--- src/rtl/tube_pkg.sv ---
// Shared definitions for the eight-digit seven-segment tube driver: register offsets,
// FSM encoding, hex segment table and the leading-zero mask helper.
package tube_pkg;

    typedef enum logic {
        ST_BLANK = 1'b0,
        ST_SHOW  = 1'b1
    } tube_state_e;

    localparam logic [1:0] TUBE_REG_DIGITS_LO = 2'b00;
    localparam logic [1:0] TUBE_REG_DIGITS_HI = 2'b01;
    localparam logic [1:0] TUBE_REG_BLANK     = 2'b10;
    localparam logic [1:0] TUBE_REG_DOT       = 2'b11;

    // Active-high {g,f,e,d,c,b,a} codes for 0-9, A, b, C, d, E, F
    localparam logic [6:0] SEG_HEX [0:15] = '{
        7'h3F, 7'h06, 7'h5B, 7'h4F, 7'h66, 7'h6D, 7'h7D, 7'h07,
        7'h7F, 7'h6F, 7'h77, 7'h7C, 7'h39, 7'h5E, 7'h79, 7'h71
    };

    // Bit i set when nibbles i..7 are all zero; digit 0 is never flagged
    function automatic logic [7:0] leading_zero_mask(input logic [31:0] nibbles);
        logic [7:0] mask;
        logic       any_set;
        mask    = 8'h00;
        any_set = 1'b0;
        for (int i = 7; i >= 1; i--) begin
            any_set = any_set | (|nibbles[4*i +: 4]);
            mask[i] = ~any_set;
        end
        return mask;
    endfunction

endpackage

--- src/rtl/hex_to_seven_segment.sv ---
// Pure combinational hex nibble to active-high seven-segment decoder.
module hex_to_seven_segment
    import tube_pkg::*;
(
    input  logic [3:0] nibble,
    output logic [6:0] segments
);

    assign segments = SEG_HEX[nibble];

endmodule

--- src/rtl/tube_display_driver.sv ---
// Eight-digit multiplexed tube driver with register-mapped digits, blank and dot masks.
// Optional build macro TUBE_LEADING_ZERO_SUPPRESS_EN darkens leading zero digits.
module tube_display_driver
    import tube_pkg::*;
#(
    parameter int DIGIT_CYCLES = 100000,
    parameter int BLANK_CYCLES = 1000
) (
    input  logic        iClock,
    input  logic        iReset,
    input  logic        iDoTubeWrite,
    input  logic [1:0]  iAddressLow,
    input  logic [15:0] iWriteData,
    output logic [7:0]  oDigitSelect,
    output logic [7:0]  oSegments
);

    localparam int             CW        = (DIGIT_CYCLES > 1) ? $clog2(DIGIT_CYCLES) : 1;
    localparam logic [CW-1:0]  SLOT_LAST = CW'(DIGIT_CYCLES - 1);
    localparam logic [CW-1:0]  BLANK_END = CW'(BLANK_CYCLES);

    logic [31:0]   nibbles_r;
    logic [7:0]    blank_mask_r;
    logic [7:0]    dot_mask_r;
    logic [CW-1:0] slot_count_r;
    logic [2:0]    digit_index_r;
    tube_state_e   state_r;
    logic [7:0]    digit_select_r;
    logic [7:0]    segments_r;

    logic [CW-1:0] slot_next_s;
    logic [2:0]    index_next_s;
    tube_state_e   state_next_s;
    logic [3:0]    nibble_sel_s;
    logic [6:0]    hex_seg_s;
    logic [7:0]    suppress_s;
    logic          digit_off_s;
    logic [7:0]    select_next_s;
    logic [7:0]    segments_next_s;

    // Slot counter, digit index and BLANK/SHOW sequencing for the coming cycle
    always_comb begin
        slot_next_s  = slot_count_r + CW'(1);
        index_next_s = digit_index_r;
        state_next_s = state_r;
        if (slot_count_r == SLOT_LAST) begin
            slot_next_s  = '0;
            index_next_s = digit_index_r + 3'd1;
        end else begin
            slot_next_s  = slot_count_r + CW'(1);
            index_next_s = digit_index_r;
        end
        case (state_r)
            ST_BLANK: begin
                if (slot_next_s >= BLANK_END) begin
                    state_next_s = ST_SHOW;
                end else begin
                    state_next_s = ST_BLANK;
                end
            end
            ST_SHOW: begin
                if (slot_count_r == SLOT_LAST) begin
                    state_next_s = ST_BLANK;
                end else begin
                    state_next_s = ST_SHOW;
                end
            end
            default: state_next_s = ST_BLANK;
        endcase
    end

    assign nibble_sel_s = nibbles_r[{index_next_s, 2'b00} +: 4];

    hex_to_seven_segment u_hex (
        .nibble   (nibble_sel_s),
        .segments (hex_seg_s)
    );

`ifdef TUBE_LEADING_ZERO_SUPPRESS_EN
    assign suppress_s = leading_zero_mask(nibbles_r);
`else
    assign suppress_s = 8'h00;
`endif

    // Output pattern for the digit the counter is about to present
    always_comb begin
        digit_off_s     = blank_mask_r[index_next_s] | suppress_s[index_next_s];
        select_next_s   = 8'hFF;
        segments_next_s = 8'hFF;
        if (state_next_s == ST_SHOW) begin
            select_next_s = ~(8'h01 << index_next_s);
            if (digit_off_s) begin
                segments_next_s = 8'hFF;
            end else begin
                segments_next_s = ~{dot_mask_r[index_next_s], hex_seg_s};
            end
        end else begin
            select_next_s   = 8'hFF;
            segments_next_s = 8'hFF;
        end
    end

    // Register file writes, FSM state and registered tube outputs
    always_ff @(posedge iClock) begin
        if (iReset) begin
            nibbles_r      <= 32'h0000_0000;
            blank_mask_r   <= 8'hFF;
            dot_mask_r     <= 8'h00;
            slot_count_r   <= '0;
            digit_index_r  <= 3'd0;
            state_r        <= ST_BLANK;
            digit_select_r <= 8'hFF;
            segments_r     <= 8'hFF;
        end else begin
            if (iDoTubeWrite) begin
                case (iAddressLow)
                    TUBE_REG_DIGITS_LO: nibbles_r[15:0]  <= iWriteData;
                    TUBE_REG_DIGITS_HI: nibbles_r[31:16] <= iWriteData;
                    TUBE_REG_BLANK:     blank_mask_r     <= iWriteData[7:0];
                    TUBE_REG_DOT:       dot_mask_r       <= iWriteData[7:0];
                    default:            nibbles_r        <= nibbles_r;
                endcase
            end
            slot_count_r   <= slot_next_s;
            digit_index_r  <= index_next_s;
            state_r        <= state_next_s;
            digit_select_r <= select_next_s;
            segments_r     <= segments_next_s;
        end
    end

    assign oDigitSelect = digit_select_r;
    assign oSegments    = segments_r;

endmodule

--- config.mk ---
export PLATFORM = sky130hd
export DESIGN_NAME = tube_display_driver
export DESIGN_NICKNAME = d
export VERILOG_FILES = /design/src/rtl/tube_pkg.sv /design/src/rtl/hex_to_seven_segment.sv /design/src/rtl/tube_display_driver.sv
export SDC_FILE = /design/constraint.sdc
export NUM_CORES = 1
export LEC_CHECK = 0
export ABC_CLOCK_PERIOD_IN_PS = 5400
export BUFFER_PORTS_ARGS = -buffer_cell sky130_fd_sc_hd__buf_4
export CORE_MARGIN = 2
export CORE_UTILIZATION = 30
export CTS_BUF_LIST = sky130_fd_sc_hd__clkbuf_8 sky130_fd_sc_hd__clkbuf_16
export DETAILED_ROUTE_END_ITERATION = 6
export HOLD_SLACK_MARGIN = 0.12
export PLACE_DENSITY_LB_ADDON = 0.05
export REMOVE_ABC_BUFFERS = 1
export SLEW_MARGIN = 20
export SYNTH_ARGS = -nofsm -noshare
export SYNTH_HDL_FRONTEND = slang
export SYNTH_SLANG_ARGS = --single-unit
--- constraint.sdc ---
create_clock -name iClock -period 5.4 [get_ports iClock]
set_input_delay 0.54 -clock iClock [delete_from_list [all_inputs] [get_ports iClock]]
set_output_delay 0.54 -clock iClock [all_outputs]
set_load 0.005 [all_outputs]
Yosys cells after proc, flatten, opt, wreduce, memory -nomap -nowiden:

Memories as Yosys holds them, arrays and structs flattened.
Index checks and enable logic that the tools add are counted.

* memories kept: 2
* memory bits (read-only): 120
* input bits: 21
* logic and storage cells: 47
* bits in registers: 85

Memories
* (no name shown): depth 16, bits a word 7, read ports 1, clocked after Yosys merged registers in 0, wr ports 0, line hex_to_seven_segment.sv:9 `assign segments = SEG_HEX[nibble];`
* (no name shown): depth 8, bits a word 1, read ports 1, clocked after Yosys merged registers in 0, wr ports 0, line tube_display_driver.sv:87 `digit_off_s = blank_mask_r[index_next_s] | suppress_s[index_next_s];`

* mux-type cells: 12
* equal/unequal tests: 4
* $lt $le $gt $ge: 3
* bitwise logic cells: 6
* add/sub/neg operators: 2
* shifts and indexed selects: 2
* reductions and logical operators: 7

Operators by type and width (count)
* indexed part select 32 x 6 -> 4 bit: 1
* adder 17 x 1 -> 17 bit, second input constant: 1
* == test 17 bit, second input constant: 1
* >= comparator 17 x 10 -> 1 bit, second input constant: 1
* 2-to-1 mux 17 bit: 1
* inverter 8 bit: 2
* 2-to-1 mux 7 bit: 2
* AND reduction 2 bit: 4
* left shift 1 x 3 -> 8 bit, first input constant: 1
* binary-select mux 1 bit (select 3 bit): 2
* >= comparator 5 bit, second input constant: 1
* 2-to-1 mux 1 bit: 5
* inverter 4 -> 5 bit: 1
* == test 2 bit, second input constant: 2
* < comparator 3 x 4 -> 1 bit, second input constant: 1
* adder 3 x 1 -> 3 bit, second input constant: 1
* 2-to-1 mux 3 bit: 1
* OR reduction 3 bit: 1
* == test 2 x 1 -> 1 bit, second input constant: 1
* zero test 2 bit: 1
* inverter 1 bit: 2
* one-hot mux 1 bit (2 select lines): 1
* OR reduction 2 bit: 1
* bitwise OR 1 bit: 1

Depth between registers and ports, before layout:

* word-level depth: 8
* gate-level depth with buffers: 16

Cells and area by module:

Synthesis repeated with hierarchy kept, for this count alone.

* cell total of the unflattened synthesis: 481
* area, all modules: 4087.7 um2

By module, submodules not included
* tube_display_driver: area an instance 3797.4 um2, instances 1, seq. area each 1701.6 um2, cells each 448
* hex_to_seven_segment: area an instance 290.3 um2, instances 1, seq. area each 0.0 um2, cells each 33

Worst setup path after synthesis:

Ideal clock, no wire load.

* path kind: flip-flop to flip-flop
* from: register slot_count_r[0]
* to: register segments_r[0] (netlist: oSegments[0])
* slack: 2.034 ns
* period minus slack after synthesis: 3.366 ns
* data required time: 5.275 ns
* arrival time: 3.241 ns
* cell stages (with the launch flop): 15
* buffers on the path: 2
* cells stage by stage: dfxtp_1 > ha_1 > and4_1 > buf_2 > nand4_2 > and3_1 > or2_1 > buf_6 > a221o_1 > o21ai_1 > inv_1 > ha_1 > a311o_1 > a311oi_1 > o31ai_1

* cells in the longest elaborated chain, start to end: 8
* elaborated cells on any way between the ends: 21
* classes of those cells: add/sub: 1; order compare: 1; eq/ne: 1; shift: 1; mux: 10; bitwise: 4; reduce/logical: 1; memory: 2

Ends and longest elaborated chain
* start: declaration: line tube_display_driver.sv:25 `logic [CW-1:0] slot_count_r;`
* start signal: assignment: line tube_display_driver.sv:124 `slot_count_r <= slot_next_s;`
* branches (longest 8 deep; another with adder 17 x 1 -> 17 bit)
* end signal: assignment: line tube_display_driver.sv:128 `segments_r <= segments_next_s;`
* end: declaration: line tube_display_driver.sv:29 `logic [7:0] segments_r;`

Several ways; the timed one is not identified. The select of a mux whose other input is x is not followed.
A chain may end at the register's enable or synchronous reset.

Final worst setup path:

Ends and elaborated chain as after synthesis.

==> reports/qor.csv <==
stage;metric;value;unit
global_route;grt_util_all_layers;0.1727;
timing;fin_ws;1384;ps
setup_path;timing.rr.end;oSegments[0]$_SDFF_PP1_;
synth;synth_area;0.004081;mm2
min_path;min_path_type;input pin to flip-flop;
timing;skew;8.608;ps
drt;remaining_drc_errors;0;
drt;detail_route.wl_per_cell;17.23;um
power;power_density;285.4;mW/mm2
setup_path;worstSetupEndpoint;oSegments[0]$_SDFF_PP1_;
synth;synth_edf_count;0;
floorplan;dieArea;0.01455;mm2
drt;firstDrtPassIters;4;
layout;diodes;0;
timing;hold_viol;0;
floorplan;die_w;120.6;um
timing;fmax;249.0;MHz
clocking;root_buffer;clkbuf_16;
drt;via_per_inst;5.037;
layout;final_common_cell;nand2_1;
clocking;cts_buffers;9;
synth;synth_top_family_by_area;simple AND/OR/NAND/NOR gates;
global_route;grt_pass1_vias;3360;
global_route;overflow;0;
synth;synth_cell_types;63;
job;cap_violations;0;
synth;synth_compound_area_frac;0.1655;
run_status;outcome;finished, final reports clean;
placed_design;place_hpwl;8408;um
floorplan;coreArea;0.01324;mm2
floorplan;die_y;120.6;um
drt;drt-total-wl;11960;um
setup_path;critPathLaunch;slot_count_r[0]$_SDFF_PP0_;
power;p_leak;1.802;nW
power;ir_worst_vdd;124.6;uV
setup_path;path_class;flip-flop to flip-flop;
setup_path;startpoint_type;flip-flop;
placed_design;numPortBuffers;36;
clocking;clk_pin_slew;70;ps
floorplan;placementRows;42;
synth;synth.mux.area_fraction;0.04476;
drt;ant_nets;0;
power;combPwrFrac;0.059;
placed_design;preCtsSetupSlack;1427;ps
power;clkPwrFrac;0.463;
synth;synth_fa_ha_area_frac;0.02452;
synth;ys_warn_count;0;
synth;synthCells;487;
global_route;grt_pass1_wl;18900;um
power;swShare;0.2359;
clocking;cts_setup_buffers;0;
clocking;cts-resized-gates;0;
setup_path;required;5610;ps
timing;setup_viol;0;
power;p_int;0.001044;W
synth;async_flop_share;0;
setup_path;path_max_fanout;13;
global_route;grt_max_degree;60;
setup_path;reg2reg_from;slot_count_r[0]$_SDFF_PP0_;
layout;area_growth;17.32;%
synth;yosys.area_share.xor_xnor;0.03863;
layout;finalNetCount;542;
synth;avgSynthCellArea;8.381;um2
clocking;insertion_delay;340;ps
layout;layout-drive-gt1-share;0.1467;
clocking;cts_buffer_depth;2;
layout;layout_common_cells;106 x nand2_1, 85 x dfxtp_1, 43 x a21oi_1;
timing;worst_slew_pin_slew;939.9;ps
floorplan;pin_count;37;
timing;slew_headroom;0.3727;
synth;synth-simple-area-share;0.2685;
placed_design;gp_congestion;0.8372;
timing;drv_slew;0;
setup_path;arrival;4230;ps
synth;synth_flop_cell;dfxtp_1;
power;seqPwrFrac;0.478;
clocking;cts_tree;done;
timing;rsz0062_at_grt;no;
power;p_switching;0.0003225;W
timing;finalCritPeriodShare;0.7437;
setup_path;end_kind;flip-flop;
synth;yosys_register_bits;85;
global_route;antenna_found_initial;0;
clocking;cts.htree.levels;3;
synth;seq_area_frac_synth;0.4169;
clocking;numClockSinks;85;
drt;vias;3496;
clocking;cts-hold-fix-buffers;0;
floorplan;initial_utilization;0.3082;
drt;drt_iter0_markers;258;
timing;fin_setup_tns;0;ps
setup_path;reg2reg_depth;13;
timing;fin_crit;4016;ps
setup_path;rrSetupSlack;1380;ps
stage by stage:
stage                     hold WS, ps  area (um2)    util  power [W]  instances
final                           444.9        4788  0.3616   0.001367        694
after global routing            447.3        4788  0.3616   0.001418        694
after CTS                       436.7        4788  0.3616   0.001383        694
after detailed placement        446.1        4487  0.3388  0.0007489        678
after global placement          441.8        4487  0.3388  0.0007484        678
after floorplan                 425.2        3951       -  0.0007050        461
synthesized netlist by cell type (7+ instances only):
cell,n,share of area
xor2_1,9,0.019
clkbuf_1,17,0.016
a21oi_1,43,0.053
nand2b_1,7,0.011
nor2_1,38,0.035
o21ai_0,10,0.012
nand3b_1,10,0.018
nand3_1,11,0.013
ha_1,8,0.025
mux2i_1,16,0.039
xnor2_1,9,0.019
inv_1,10,0.0092
nand2_1,106,0.097
dfxtp_1,85,0.42
and2_1,7,0.011
worst min path at each step:
stage                                      end  slack [ps]  depth (start not counted)                        from
detailed placement   nibbles_r[0]$_SDFFE_PP0P_         450                          2   nibbles_r[0]$_SDFFE_PP0P_
CTS                 nibbles_r[28]$_SDFFE_PP0P_         440                          3              iWriteData[12]
global placement    nibbles_r[27]$_SDFFE_PP0P_         440                          2  nibbles_r[27]$_SDFFE_PP0P_
global route        nibbles_r[24]$_SDFFE_PP0P_         450                          3               iWriteData[8]
floorplan           nibbles_r[11]$_SDFFE_PP0P_         430                          2  nibbles_r[11]$_SDFFE_PP0P_
finish              nibbles_r[28]$_SDFFE_PP0P_         440                          3              iWriteData[12]
worst max-delay path: stages, from the launching register on:
cell and delay (ps):
dfxtp_1 370, ha_1 260, and4_1 390, and4_1 510, mux2i_1 140, buf_4 220, nand2_1 80, o311ai_0 120
o31ai_1 740, inv_1 250, ha_1 320, o21bai_1 160, mux2i_1 210, o31ai_1 110
registers in the layout (all words and copies together) (netlist names):
name,cells
state_r,1
oSegments,8
slot_count_r,17
dot_mask_r,8
blank_mask_r,8
digit_index_r,3
nibbles_r,32
oDigitSelect,8
cells by family after synthesis:
family | after synthesis
XOR/XNOR | 18
AND/OR/NAND/NOR | 222
buffers and inverters | 36
AO/OA/AOI/OAI | 100
flip-flops | 85
multiplexers | 18
adder cells (fa/ha/maj) | 8
power by group through the flow:
stage | clock, W | combinational [W] | sequential, W
after floorplan | 0 | 0.0000421 | 0.000663
after global placement | 0 | 0.0000810 | 0.000667
after detailed placement | 0 | 0.0000818 | 0.000667
after CTS | 0.000648 | 0.0000821 | 0.000653
after global routing | 0.000673 | 0.0000913 | 0.000654
final | 0.000633 | 0.0000808 | 0.000653
per-layer routing:
layer / share of wire / vias up / track usage
met2: 0.45 / 64 / 0.2673
li1: - / 1757 / -
met4: 0.015 / 0 / 0.05523
met3: 0.037 / 14 / 0.04009
met1: 0.50 / 1661 / 0.2373
met5: 0 / - / 0
final cells by class:
class                      instances  area [um2]
clock inverter                     6       62.56
fill                            1400        8454
inverter                          10       37.54
timing repair buffer              41       307.8
sequential                        85        1702
tap                              176       220.2
clock buffer                      10       239.0
multi-input combinational        366        2220
(Power assumes the default switching activity.)
